[src/rtl/seq_logic_unit.sv]
`default_nettype none
// ============================================================================
// Module   : seq_logic_unit
// Function : Handshaked multi-cycle bitwise logic unit. Each BUSY cycle
//            computes SLICE result bits. The optional popcount output is
//            enabled with the macro SEQ_LOGIC_POPCNT_EN.
// Revision : 1.0  initial release
// ============================================================================
module seq_logic_unit #(
  parameter int WIDTH = 32,
  parameter int SLICE = 8
) (
  input  logic               clk,
  input  logic               resetn,
  input  logic               in_valid,
  output logic               in_ready,
  input  logic [2:0]         op,
  input  logic [WIDTH-1:0]   a,
  input  logic [WIDTH-1:0]   b,
  output logic               out_valid,
  input  logic               out_ready,
  output logic [WIDTH-1:0]   y,
  output logic               zero,
  output logic               op_err
`ifdef SEQ_LOGIC_POPCNT_EN
  ,
  output logic [$clog2(WIDTH):0] popcnt
`endif
);

  localparam int N  = WIDTH / SLICE;
  localparam int CW = (N > 1) ? $clog2(N) : 1;
  localparam logic [CW-1:0] C_LAST = CW'(N - 1);

  generate
    if ((SLICE < 1) || (WIDTH % SLICE != 0)) begin : g_bad_slice
      $error("seq_logic_unit: WIDTH must be a non-zero multiple of SLICE");
    end
  endgenerate

  typedef enum logic [1:0] {
    IDLE = 2'd0,
    BUSY = 2'd1,
    DONE = 2'd2
  } state_t;

  state_t             r_state;
  state_t             w_next;
  logic [CW-1:0]      r_cnt;
  logic [2:0]         r_op;
  logic [WIDTH-1:0]   r_a;
  logic [WIDTH-1:0]   r_b;
  logic [WIDTH-1:0]   r_y;
  logic               r_op_err;
  logic [SLICE-1:0]   w_a_sl;
  logic [SLICE-1:0]   w_b_sl;
  logic [SLICE-1:0]   w_slice;
  logic               w_accept;

  always_ff @(posedge clk or negedge resetn) begin
    if (!resetn) begin
      r_state <= IDLE;
    end else begin
      r_state <= w_next;
    end
  end

  always_comb begin
    w_next    = r_state;
    in_ready  = 1'b0;
    out_valid = 1'b0;
    case (r_state)
      IDLE: begin
        in_ready = 1'b1;
        if (in_valid) w_next = BUSY;
      end
      BUSY: begin
        if (r_cnt == C_LAST) w_next = DONE;
      end
      DONE: begin
        out_valid = 1'b1;
        if (out_ready) w_next = IDLE;
      end
      default: w_next = IDLE;
    endcase
  end

  assign w_accept = in_ready && in_valid;

  // Constant-index mux keeps the slice select free of variable part-selects.
  always_comb begin
    w_a_sl = '0;
    w_b_sl = '0;
    for (int i = 0; i < N; i++) begin
      if (int'(r_cnt) == i) begin
        w_a_sl = r_a[i*SLICE +: SLICE];
        w_b_sl = r_b[i*SLICE +: SLICE];
      end
    end
  end

  always_comb begin
    w_slice = '0;
    case (r_op)
      3'd0:    w_slice = w_a_sl & w_b_sl;
      3'd1:    w_slice = w_a_sl | w_b_sl;
      3'd2:    w_slice = ~w_a_sl;
      3'd3:    w_slice = ~(w_a_sl & w_b_sl);
      3'd4:    w_slice = ~(w_a_sl | w_b_sl);
      3'd5:    w_slice = w_a_sl ^ w_b_sl;
      3'd6:    w_slice = ~(w_a_sl ^ w_b_sl);
      default: w_slice = '0;
    endcase
  end

  always_ff @(posedge clk or negedge resetn) begin
    if (!resetn) begin
      r_cnt    <= '0;
      r_op     <= '0;
      r_a      <= '0;
      r_b      <= '0;
      r_y      <= '0;
      r_op_err <= 1'b0;
    end else if (w_accept) begin
      r_cnt    <= '0;
      r_op     <= op;
      r_a      <= a;
      r_b      <= b;
      r_y      <= '0;
      r_op_err <= (op == 3'd7);
    end else if (r_state == BUSY) begin
      for (int i = 0; i < N; i++) begin
        if (int'(r_cnt) == i) r_y[i*SLICE +: SLICE] <= w_slice;
      end
      // The counter saturates at the last slice; only a new accept clears it.
      if (r_cnt != C_LAST) r_cnt <= r_cnt + 1'b1;
    end
  end

`ifdef SEQ_LOGIC_POPCNT_EN
  logic [$clog2(WIDTH):0] r_pop;

  always_ff @(posedge clk or negedge resetn) begin
    if (!resetn) begin
      r_pop <= '0;
    end else if (w_accept) begin
      r_pop <= '0;
    end else if (r_state == BUSY) begin
      r_pop <= r_pop + ($clog2(WIDTH)+1)'($countones(w_slice));
    end
  end

  assign popcnt = r_pop;
`endif

  assign y      = r_y;
  assign op_err = r_op_err;
  assign zero   = out_valid && (r_y == '0);

endmodule
`default_nettype wire

[config.mk]
export PLATFORM = sky130hd
export DESIGN_NAME = seq_logic_unit
export DESIGN_NICKNAME = d
export VERILOG_FILES = /design/src/rtl/seq_logic_unit.sv
export SDC_FILE = /design/constraint.sdc
export NUM_CORES = 1
export LEC_CHECK = 0
export CORE_UTILIZATION = 40
export DETAILED_ROUTE_END_ITERATION = 8
export PLACE_DENSITY = 0.65
export SLEW_MARGIN = 40
export SYNTH_ARGS = -nofsm -noshare
export SYNTH_HDL_FRONTEND = slang
export SYNTH_SLANG_ARGS = --single-unit
[constraint.sdc]
create_clock -name clk -period 5 [get_ports clk]
set_input_delay 1.5 -clock clk [delete_from_list [all_inputs] [get_ports clk]]
set_output_delay 1.5 -clock clk [all_outputs]
set_load 0.05 [all_outputs]
==> metrics, run 1 <==
outcome completed; I/O Buffers between 100 and 150; DR DRC count 0; setup TNS 0 ns; CP Data Required Time about 3.5 ns; Clock Sinks ~100; clock buffer depth 2; aggregate routed wire length 14720 um; first-pass GRT wire length roughly 24000 um; pin count of the biggest net entering global routing between 80 and 90; total grt overflow 0; Final GP Congestion between 0.8 and 0.9; Final min period 3.968 ns; fmax ~250 MHz; CP most frequent cell nor4_1; post-route setup slack ~1.0 ns; hold_sp r_b[0]$_DFFE_PN0P_; dominant cells by area after synthesis dfrtp_1 (48%), mux2_2 (14%), o221ai_1 (5.1%); Die X about 120 um; Core ar. approximately 13000 um2; Site Rows 42; antenna fix cells 0; Layout Area Growth over Synthesis 26.88%; worst hold slack a little over 0.5 ns; initial antenna violation count 0; Filler Cell Count roughly 1200; Relative slew margins 0.4571; mapped cell area between 5000 and 6000 um2; H-tree Lvls 3; yosys warns 0; CP endpoint kind output pin; Initial Util 0.4107; Post-CTS Setup Inserts 0; Crit Path Max Fanout 3; NumNets Final 670; die footprint 14120 um2; crit path cell chain nor4_1 > nand4_1 > nor4_1 > clkdlybuf4s50_1; DR vias between 4000 and 5000; most common cell after layout, fill and taps aside clkdlybuf4s50_1; Clock Latency Late Sink 0.35 ns; Synth Register Bits roughly 100; Pwr per Cell Area 789.1 nW/um2; top-area cell type share of the netlist area 0.4766; Slew Viols, Final 0; critical path class reg -> out; Hold Vio Cnt, Final 0; WL/cell about 19 um; Worst IR Drop VDD 0.0003175 V; total CTS buffers 9; CP endpoint zero; number of global-route vias before repair 4489; IO Count 107; total track usage 0.2180; Layout Skew 0.007740 ns; Root Buffer clkbuf_16; Slowest-stage cell, CP clkdlybuf4s50_1; Reg-to-Reg End y[0]$_DFFE_PN0P_; clock-pin slew on the worst setup and hold paths 0.07 ns; routed vias/inst roughly 5.8; CTS tree yes; largest area contributor in the netlist dfrtp_1; Worst R2R Setup Slack approximately 1.4 ns; height of the die 118.8 um; Worst Setup SP y[8]$_DFFE_PN0P_; Synth cell types 40; number of max-cap violations 0; Power, Total approximately 5.5 mW; Post-CTS Resized 0; R2R cell count 9; Syn Nets approximately 580; Tightest Pin Transition 0.8144 ns; Gate Count Post-Synth between 400 and 500; pre-CTS WS 1.409 ns; Critical Path Max Stage Delay approximately 0.87 ns; sequential fraction of the synthesis area 0.4766; static leakage between 2 and 3 nW; 1st-iter DRT viols between 300 and 400; share of cells above drive strength 1 0.1866; crit path launch type flop; Worst Hold Class reg -> reg; HPWL after DPL roughly 11000 um; crit share post-route 0.7936; unrepaired setup endpoints after global routing no; hold buffers post-CTS 0; RR Startpoint r_cnt[0]$_DFFE_PN0P_; Crit path arrival time 2.47 ns; final core occ 0.5211; post-route ant nets 0; Synth Area per Inst about 11 um2; length of the first detailed-routing pass in iterations 5; most frequent cells in the layout clkdlybuf4s50_1 (105), dfrtp_1 (103), mux2_2 (67); Setup-failing EPs final 0
## worst max-delay path, delay by kind of cell (launching register included)
kind	cells	cell delay, ns
buf+inv	1	0.87
simple gates	3	0.85
flops	1	0.40
## cells by family after synthesis
logic type | count (synthesis) | share of synthesized area
AO/OA/AOI/OAI | 125 | 0.1762
multiplexers | 70 | 0.1437
flip-flops | 104 | 0.4766
adder cells (fa/ha/maj) | 20 | 0.04583
AND/OR/NAND/NOR | 123 | 0.1153
buffers and inverters | 45 | 0.04239
## power by group
part / switching (mW) / internal (mW)
clock: 0.323 / 0.406
combinational: 1.85 / 1.30
sequential: 0.349 / 1.24
## cell usage after synthesis
library cell  count
a211oi_1         12
a21o_1           15
a21oi_1          19
a221oi_1         11
a22o_1            2
a31oi_1           1
and2_1            1
buf_2            14
buf_4             8
buf_6             2
clkbuf_1          7
dfrtp_1         104
ha_1             20
inv_1            14
mux2_2           67
mux2i_1           3
nand2_1          56
nand2_2           4
nand2b_1          4
nand2b_4          1
nand3_1           1
nand3b_1          1
nand4_1           2
nor2_1            8
nor2b_1          24
nor3_1            8
nor4_1            8
nor4b_4           1
o21ai_0          11
o21bai_1          1
o221a_2           7
o221ai_1         32
o22ai_1           4
o22ai_2           2
o311a_1           5
o31ai_1           3
or2_2             1
or2b_1            1
or3b_2            1
or4_1             1
## worst min-delay path by stage
stage                                     end  slack (ns)  cells past startpoint
after floorplan           r_a[22]$_DFFE_PN0P_        0.47                      1
after global placement    r_a[22]$_DFFE_PN0P_        0.49                      1
after detailed placement  r_a[22]$_DFFE_PN0P_        0.49                      1
after CTS                  r_b[6]$_DFFE_PN0P_        0.51                      1
after global routing       r_b[6]$_DFFE_PN0P_        0.52                      1
final                      r_b[0]$_DFFE_PN0P_        0.50                      1
## layer usage
metal	routed length [um]	vias up	global-route usage
met2	7115	185	0.3604
met5	0	-	0
met3	970	25	0.05029
li1	-	2002	-
met4	301	0	0.08070
met1	6327	2174	0.2783
## cell type report
cell class | instances | area, um2 | area share
clock buffers | 11 | 242.7 | 0.03504
inverters | 14 | 52.55 | 0.007585
multi-input cells | 338 | 2631 | 0.3798
well taps | 176 | 220.2 | 0.03179
flip-flops and latches | 104 | 2604 | 0.3758
repair buffers | 112 | 1110 | 0.1602
clock inverters | 5 | 67.56 | 0.009753
## state kept, by name, summed over array words and instances (netlist names)
signal / count
r_op: 3
r_b: 32
y: 32
r_state: 2
r_a: 32
op_err: 1
r_cnt: 2
## per-stage QoR
| step | std cells | instance area (um2) |
|---|---|---|
| floorplan | 487 | 5460 |
| global placement | 744 | 6606 |
| detailed placement | 744 | 6610 |
| CTS | 760 | 6920 |
| global route | 760 | 6928 |
| finish | 760 | 6928 |
Note: power is estimated with default switching activity, not from simulation.
==> inputs of run 2 (changes only) <==
--- a/config.mk
+++ b/config.mk
@@ -7,7 +7,7 @@
 export LEC_CHECK = 0
 export CORE_UTILIZATION = 40
 export DETAILED_ROUTE_END_ITERATION = 8
-export PLACE_DENSITY = 0.65
+export PLACE_DENSITY = 0.68
 export SLEW_MARGIN = 40
 export SYNTH_ARGS = -nofsm -noshare
 export SYNTH_HDL_FRONTEND = slang
==> constraint.sdc (replaced) <==
create_clock -name clk -period 3.2 [get_ports clk]
set_input_delay 0.96 -clock clk [delete_from_list [all_inputs] [get_ports clk]]
set_output_delay 0.96 -clock clk [all_outputs]
set_load 0.05 [all_outputs]
==> run 2 against run 1 <==
Flip-flop and latch count is the same. Clock power increased by 60%. Critical endpoint is now y[8]$_DFFE_PN0P_. Via count fell by 0.36%. Clock skew rose by 0.0012 ns.
==> metrics, run 2 (synthesis gave the netlist of run 1 again) <==
outcome completed (unchanged); combinational group share of total power 0.575 (was 0.576); WL/cell 19.17 um (was 19.36 um); total grt overflow 0 (unchanged); DR vias 4370 (was 4386); Layout Skew 0.008897 ns (was 0.007740 ns); fmax 322.7 MHz; R2R cell count 11 (was 9); Site Rows 42 (unchanged); Internal 4.782 mW (was 2.947 mW); 1st-iter DRT viols 259 (was 324); Clock Latency Late Sink 0.35 ns (about the same); share of cells above drive strength 1 0.2024 (was 0.1866); crit share post-route 0.9684; Setup-failing EPs final 0 (unchanged); Clk pwr share 0.134 (was 0.133); post-route setup slack 0.1012 ns (was 1.032 ns); Placed Cells incl. Taps 753 (was 744); Root Buffer clkbuf_16 (unchanged); Clock Sinks 104 (unchanged); die footprint 14120 um2 (unchanged); Crit Path Max Fanout 11 (was 3); setup TNS 0 ns (unchanged); unrepaired setup endpoints after global routing no (unchanged); clock-pin slew on the worst setup and hold paths 0.07 ns (about the same); Hold Path Depth 1 (unchanged); most frequent cells in the layout clkdlybuf4s50_1 (104), dfrtp_1 (103), mux2_2 (67) (was clkdlybuf4s50_1 (105), dfrtp_1 (103), mux2_2 (67)); Hold Vio Cnt, Final 0 (unchanged); Core ar. 13300 um2 (unchanged); Final min period 3.099 ns; static leakage 2.947 nW (was 2.892 nW); sw frac 0.4485 (was 0.4610); Crit path arrival time 3.30 ns (was 2.47 ns); Reg-to-Reg End y[8]$_DFFE_PN0P_ (was y[0]$_DFFE_PN0P_); aggregate routed wire length 14740 um (was 14720 um); Layout Area Growth over Synthesis 28.92% (was 26.88%); Worst Hold Class reg -> reg (unchanged); CP endpoint kind flop (was output pin); IO Count 107 (unchanged); pre-CTS WS 0.07560 ns (was 1.409 ns); post-route ant nets 0 (unchanged); Flop pwr share 0.290 (about the same); length of the first detailed-routing pass in iterations 5 (unchanged); Pwr per Cell Area 1232 nW/um2 (was 789.1 nW/um2); Initial Util 0.4107 (unchanged); Filler Cell Count 1171 (was 1156); final instance area 7039 um2 (was 6928 um2); Final GP Congestion 0.8191 (was 0.8379); Worst IR Drop VDD 0.0005173 V (was 0.0003175 V); clock buffer depth 2 (unchanged); net switching power 3.889 mW (was 2.520 mW); total track usage 0.2180 (unchanged); critical path class reg -> reg (was reg -> out); first-pass GRT wire length 23890 um (was 23630 um); height of the die 118.8 um (unchanged); CP endpoint y[8]$_DFFE_PN0P_ (was zero); Die X 118.8 um (unchanged); crit path launch type flop (unchanged); NumNets Final 679 (was 670); CTS tree yes (unchanged); DR DRC count 0 (unchanged); number of global-route vias before repair 4445 (was 4489); initial antenna violation count 0 (unchanged); antenna fix cells 0 (unchanged); Worst R2R Setup Slack 0.10 ns (was 1.39 ns); Relative slew margins 0.4591 (was 0.4571); Slew Viols, Final 0 (unchanged); placed inst area 6719 um2 (was 6610 um2); CP Data Required Time 3.40 ns (was 3.50 ns); Post-CTS Setup Inserts 0 (unchanged); Worst Setup SP r_cnt[0]$_DFFE_PN0P_ (was y[8]$_DFFE_PN0P_); Power, Total 8.671 mW (was 5.467 mW); H-tree Lvls 3 (unchanged); total CTS buffers 9 (unchanged); Tightest Pin Transition 0.8113 ns (was 0.8144 ns); RR Startpoint r_cnt[0]$_DFFE_PN0P_ (unchanged); Non-Filler Instances 769 (was 760); HPWL after DPL 10870 um (was 10510 um); pin count of the biggest net entering global routing 70 (was 88); routed vias/inst 5.683 (was 5.771); most common cell after layout, fill and taps aside clkdlybuf4s50_1 (unchanged); number of max-cap violations 0 (unchanged); I/O Buffers 106 (unchanged)
-- run 2: cell count changes in the layout (fill, tap and decap cells not counted), moves of 2 or more --
cell,previous run,this run
buf_12,0,3
buf_4,6,13
clkbuf_8,2,0
ha_1,20,18
ha_2,0,2
-- run 2: per-stage QoR --
stage / utilization / hold slack, ns
after floorplan: - / 0.4724
after global placement: 0.5051 / 0.4863
after detailed placement: 0.5054 / 0.4977
after CTS: 0.5290 / 0.5117
after global routing: 0.5295 / 0.5236
final: 0.5295 / 0.5036
-- run 2: worst max-delay path, stage by stage (launching register included) --
cell and delay [ns]:
dfrtp_1 0.41, inv_1 0.11, ha_1 0.34, buf_4 0.24, a221oi_1 0.41, nor3_1 0.11
a21o_1 0.18, ha_1 0.29, nand2_1 0.06, o311a_1 0.14, o22ai_1 0.44, o221ai_1 0.22
-- run 2: power by group through the flow --
stage / clock network (mW) / logic (mW) / registers, mW
2_1_floorplan: 0 / 3.20 / 2.74
3_3_place_gp: 0 / 4.80 / 2.50
3_5_place_dp: 0 / 4.94 / 2.53
4_1_cts: 1.19 / 4.96 / 2.51
5_1_grt: 1.24 / 5.40 / 2.60
6_report: 1.17 / 4.99 / 2.52
-- run 2: repair_timing --
item,in CTS,in global routing
hold endpoints to repair,0,0
hold buffers,0,0
setup endpoints to repair,0,10
resized for setup,0,2
-- run 2: final cells by class --
type	instances	area (um2)	share of cell area
multi-input cells	338	2639	0.3749
inverters	14	52.55	0.007465
flip-flops and latches	104	2604	0.3699
repair buffers	121	1210	0.1719
well taps	176	220.2	0.03128
clock inverters	5	81.33	0.01155
clock buffers	11	232.7	0.03306
-- run 2: how the worst min path moves through the flow --
stage | start | endpoint | slack (ns)
floorplan | r_a[22]$_DFFE_PN0P_ | r_a[22]$_DFFE_PN0P_ | 0.47
global placement | r_b[5]$_DFFE_PN0P_ | r_b[5]$_DFFE_PN0P_ | 0.49
detailed placement | r_b[7]$_DFFE_PN0P_ | r_b[7]$_DFFE_PN0P_ | 0.50
CTS | r_b[0]$_DFFE_PN0P_ | r_b[0]$_DFFE_PN0P_ | 0.51
global route | r_b[6]$_DFFE_PN0P_ | r_b[6]$_DFFE_PN0P_ | 0.52
finish | r_b[0]$_DFFE_PN0P_ | r_b[0]$_DFFE_PN0P_ | 0.50
-- run 2: layer usage --
metal  GRT usage  wire (um)  vias to the layer above
li1            -          -                     2019
met1      0.2808       6455                     2173
met2      0.3655       7269                      164
met3     0.05508        822                       14
met4     0.05538        194                        0
met5           0          0                        -
==> inputs of run 3 (changes only) <==
--- a/config.mk
+++ b/config.mk
@@ -5,9 +5,11 @@
 export SDC_FILE = /design/constraint.sdc
 export NUM_CORES = 1
 export LEC_CHECK = 0
-export CORE_UTILIZATION = 40
+export CELL_PAD_IN_SITES_DETAIL_PLACEMENT = 1
+export CELL_PAD_IN_SITES_GLOBAL_PLACEMENT = 2
+export CORE_UTILIZATION = 30
 export DETAILED_ROUTE_END_ITERATION = 8
-export PLACE_DENSITY = 0.68
+export PLACE_DENSITY = 0.77
 export SLEW_MARGIN = 40
 export SYNTH_ARGS = -nofsm -noshare
 export SYNTH_HDL_FRONTEND = slang
==> run 3 against run 2 <==
Core utilization is 13 points lower. Largest power group unchanged. Die area up 33%. Via count rose by 2.5%. Flip-flop and latch count stayed put. Cell area increased by 0.68%. First-iteration DRC count fell by 0.77%. Cell count up 6.8%. Count of clock-buffer cells in the layout did not move. Hold slack improved by 0.012 ns. Combinational power rose by 4%.
==> metrics, run 3 (synthesis gave the netlist of run 1 again) <==
final instance area 7087 um2 (was 7039 um2); Root Buffer clkbuf_16 (unchanged); total track usage 0.1946 (was 0.2180); outcome completed (unchanged); Crit Path Max Fanout 12 (was 11); most frequent cells in the layout clkdlybuf4s50_1 (104), dfrtp_1 (102), mux2_2 (67) (was clkdlybuf4s50_1 (104), dfrtp_1 (103), mux2_2 (67)); Slew Viols, Final 0 (unchanged); CP endpoint kind output pin (was flop); NumNets Final 683 (was 679); number of global-route vias before repair 4728 (was 4445); Critical Path Max Stage Delay 0.79 ns (was 0.44 ns); Worst Hold Class reg -> reg (unchanged); WL/cell 21.02 um (was 19.17 um); crit path cell chain or2b_1 > inv_1 > clkdlybuf4s50_1 (was inv_1 > ha_1 > buf_4 > a221oi_1 > nor3_1 > a21o_1 > ha_1 > nand2_1 > o311a_1 > o22ai_1 > o221ai_1); final core occ 0.4041 (was 0.5295); hold buffers post-CTS 0 (unchanged); IO Count 107 (unchanged); DR DRC count 0 (unchanged); Core ar. 17540 um2 (was 13300 um2); flip-flop and latch area 2605 um2 (was 2604 um2); Relative slew margins 0.6217 (was 0.4591); HPWL after DPL 12750 um (was 10870 um); Crit path buffers/inverters 2 (unchanged); multi-input logic area 2653 um2 (was 2639 um2); number of max-cap violations 0 (unchanged); Clock Sinks 104 (unchanged); Hold Vio Cnt, Final 0 (unchanged); DR vias 4478 (was 4370); critical path class reg -> out (was reg -> reg); Clock Latency Late Sink 0.36 ns (was 0.35 ns); unrepaired setup endpoints after global routing no (unchanged); share of cells above drive strength 1 0.2114 (was 0.2024); most common cell after layout, fill and taps aside clkdlybuf4s50_1 (unchanged); Pwr per Cell Area 1239 nW/um2 (was 1232 nW/um2); total CTS buffers 9 (unchanged); RR Startpoint r_cnt[1]$_DFFE_PN0P_ (was r_cnt[0]$_DFFE_PN0P_); Crit path arrival time 2.10 ns (was 3.30 ns); Filler Cell Count 1909 (was 1171); Layout Skew 0.01110 ns (was 0.008897 ns); Setup-failing EPs final 0 (unchanged); placed inst area 6773 um2 (was 6719 um2); post-route setup slack 0.1395 ns (was 0.1012 ns); 1st-iter DRT viols 257 (was 259); Initial Util 0.3114 (was 0.4107); CP top delay family buffers and inverters (was compound AO/OA/AOI/OAI gates); static leakage 2.948 nW (was 2.947 nW); antenna fix cells 0 (unchanged); fmax 326.7 MHz (was 322.7 MHz); CTS tree yes (unchanged); clock buffer depth 2 (unchanged); height of the die 136.9 um (was 118.8 um); first-pass GRT wire length 26870 um (was 23890 um); post-route ant nets 0 (unchanged); Worst IR Drop VDD 0.0004538 V (was 0.0005173 V); Tightest Pin Transition 0.5657 ns (was 0.8113 ns); Die X 136.9 um (was 118.8 um); Worst Setup SP r_state[0]$_DFFE_PN0P_ (was r_cnt[0]$_DFFE_PN0P_); crit path launch type flop (unchanged); pin count of the biggest net entering global routing 76 (was 70); total grt overflow 0 (unchanged); I/O Buffers 106 (unchanged); CP Data Required Time 2.24 ns (was 3.40 ns); crit share post-route 0.9564 (was 0.9684); hold_sp r_b[19]$_DFFE_PN0P_ (was r_b[0]$_DFFE_PN0P_); die footprint 18740 um2 (was 14120 um2); aggregate routed wire length 17260 um (was 14740 um); clock-pin slew on the worst setup and hold paths 0.07 ns (about the same); Final min period 3.060 ns (was 3.099 ns); initial antenna violation count 0 (unchanged); H-tree Lvls 3 (unchanged); Layout Area Growth over Synthesis 29.79% (was 28.92%); routed vias/inst 5.454 (was 5.683); Slowest-stage cell, CP clkdlybuf4s50_1 (was o22ai_1); Site Rows 48 (was 42); pre-CTS WS -0.08146 ns (was 0.07560 ns); length of the first detailed-routing pass in iterations 4 (was 5); Final GP Congestion 0.8344 (was 0.8191)
==> run 3: cell types whose count changed in the layout (fill, tap and decap cells not counted), moves of 2 or more <==
cell and change:
buf_4 +6, o22ai_2 +2, o22ai_1 -2, ha_2 -2, ha_1 +2, bufinv_16 -2
==> run 3: final cells by class <==
type | instances | share of cell area
clock buffers | 11 | 0.03425
clock inverters | 4 | 0.004061
inverters | 14 | 0.007415
well taps | 225 | 0.03972
multi-input cells | 338 | 0.3743
flip-flops and latches | 104 | 0.3676
repair buffers | 125 | 0.1727
==> run 3: final timing paths <==
check / end / slack, ns / cells past startpoint
max in group asynchronous: y[19]$_DFFE_PN0P_ / 1.89 / 2
worst max-delay path: out_valid / 0.14 / 3
worst min register to register: r_b[19]$_DFFE_PN0P_ / 0.52 / 1
worst min-delay path: r_b[19]$_DFFE_PN0P_ / 0.52 / 1
worst max register to register: y[1]$_DFFE_PN0P_ / 0.20 / 11
min in group asynchronous: r_b[1]$_DFFE_PN0P_ / 0.54 / 1
==> run 3: repair_timing <==
| action | in CTS | in global routing |
|---|---|---|
| endpoints found under the setup margin | 4 | 9 |
| buffers inserted | 0 | 3 |
| resized for setup | 1 | 2 |
==> run 3: power by group <==
part           leakage (nW)  internal [mW]  total (mW)  switching (mW)
Clock                 0.128          0.547        1.05           0.500
Combinational          1.55           2.21        5.18            2.97
Sequential             1.27           1.94        2.55           0.610
==> run 3: per-stage QoR <==
stage	hold slack [ns]	cells	TNS, ns	total power, mW
finish	0.5157	821	0	8.778
global route	0.5272	821	0	9.389
CTS	0.5180	818	0	8.746
global placement	0.4918	803	0	7.424
detailed placement	0.4992	803	-0.2710	7.634
floorplan	0.4724	487	0	5.940
==> run 3: worst register-to-register path, cell delays in order (launching register included) <==
cell      delay, ns
dfrtp_1        0.42
inv_1          0.13
ha_1           0.35
buf_4          0.27
nand2_1        0.07
o21ai_0        0.14
o221a_2        0.36
inv_1          0.08
ha_1           0.22
o311a_1        0.30
o22ai_2        0.33
o221ai_1       0.18
==> run 3: layer usage <==
metal / GRT usage / share of wire / vias up
met2: 0.3215 / 0.49 / 129
met5: 0 / 0 / -
li1: - / - / 2022
met4: 0.05739 / 0.019 / 0
met3: 0.04704 / 0.048 / 20
met1: 0.2518 / 0.44 / 2307
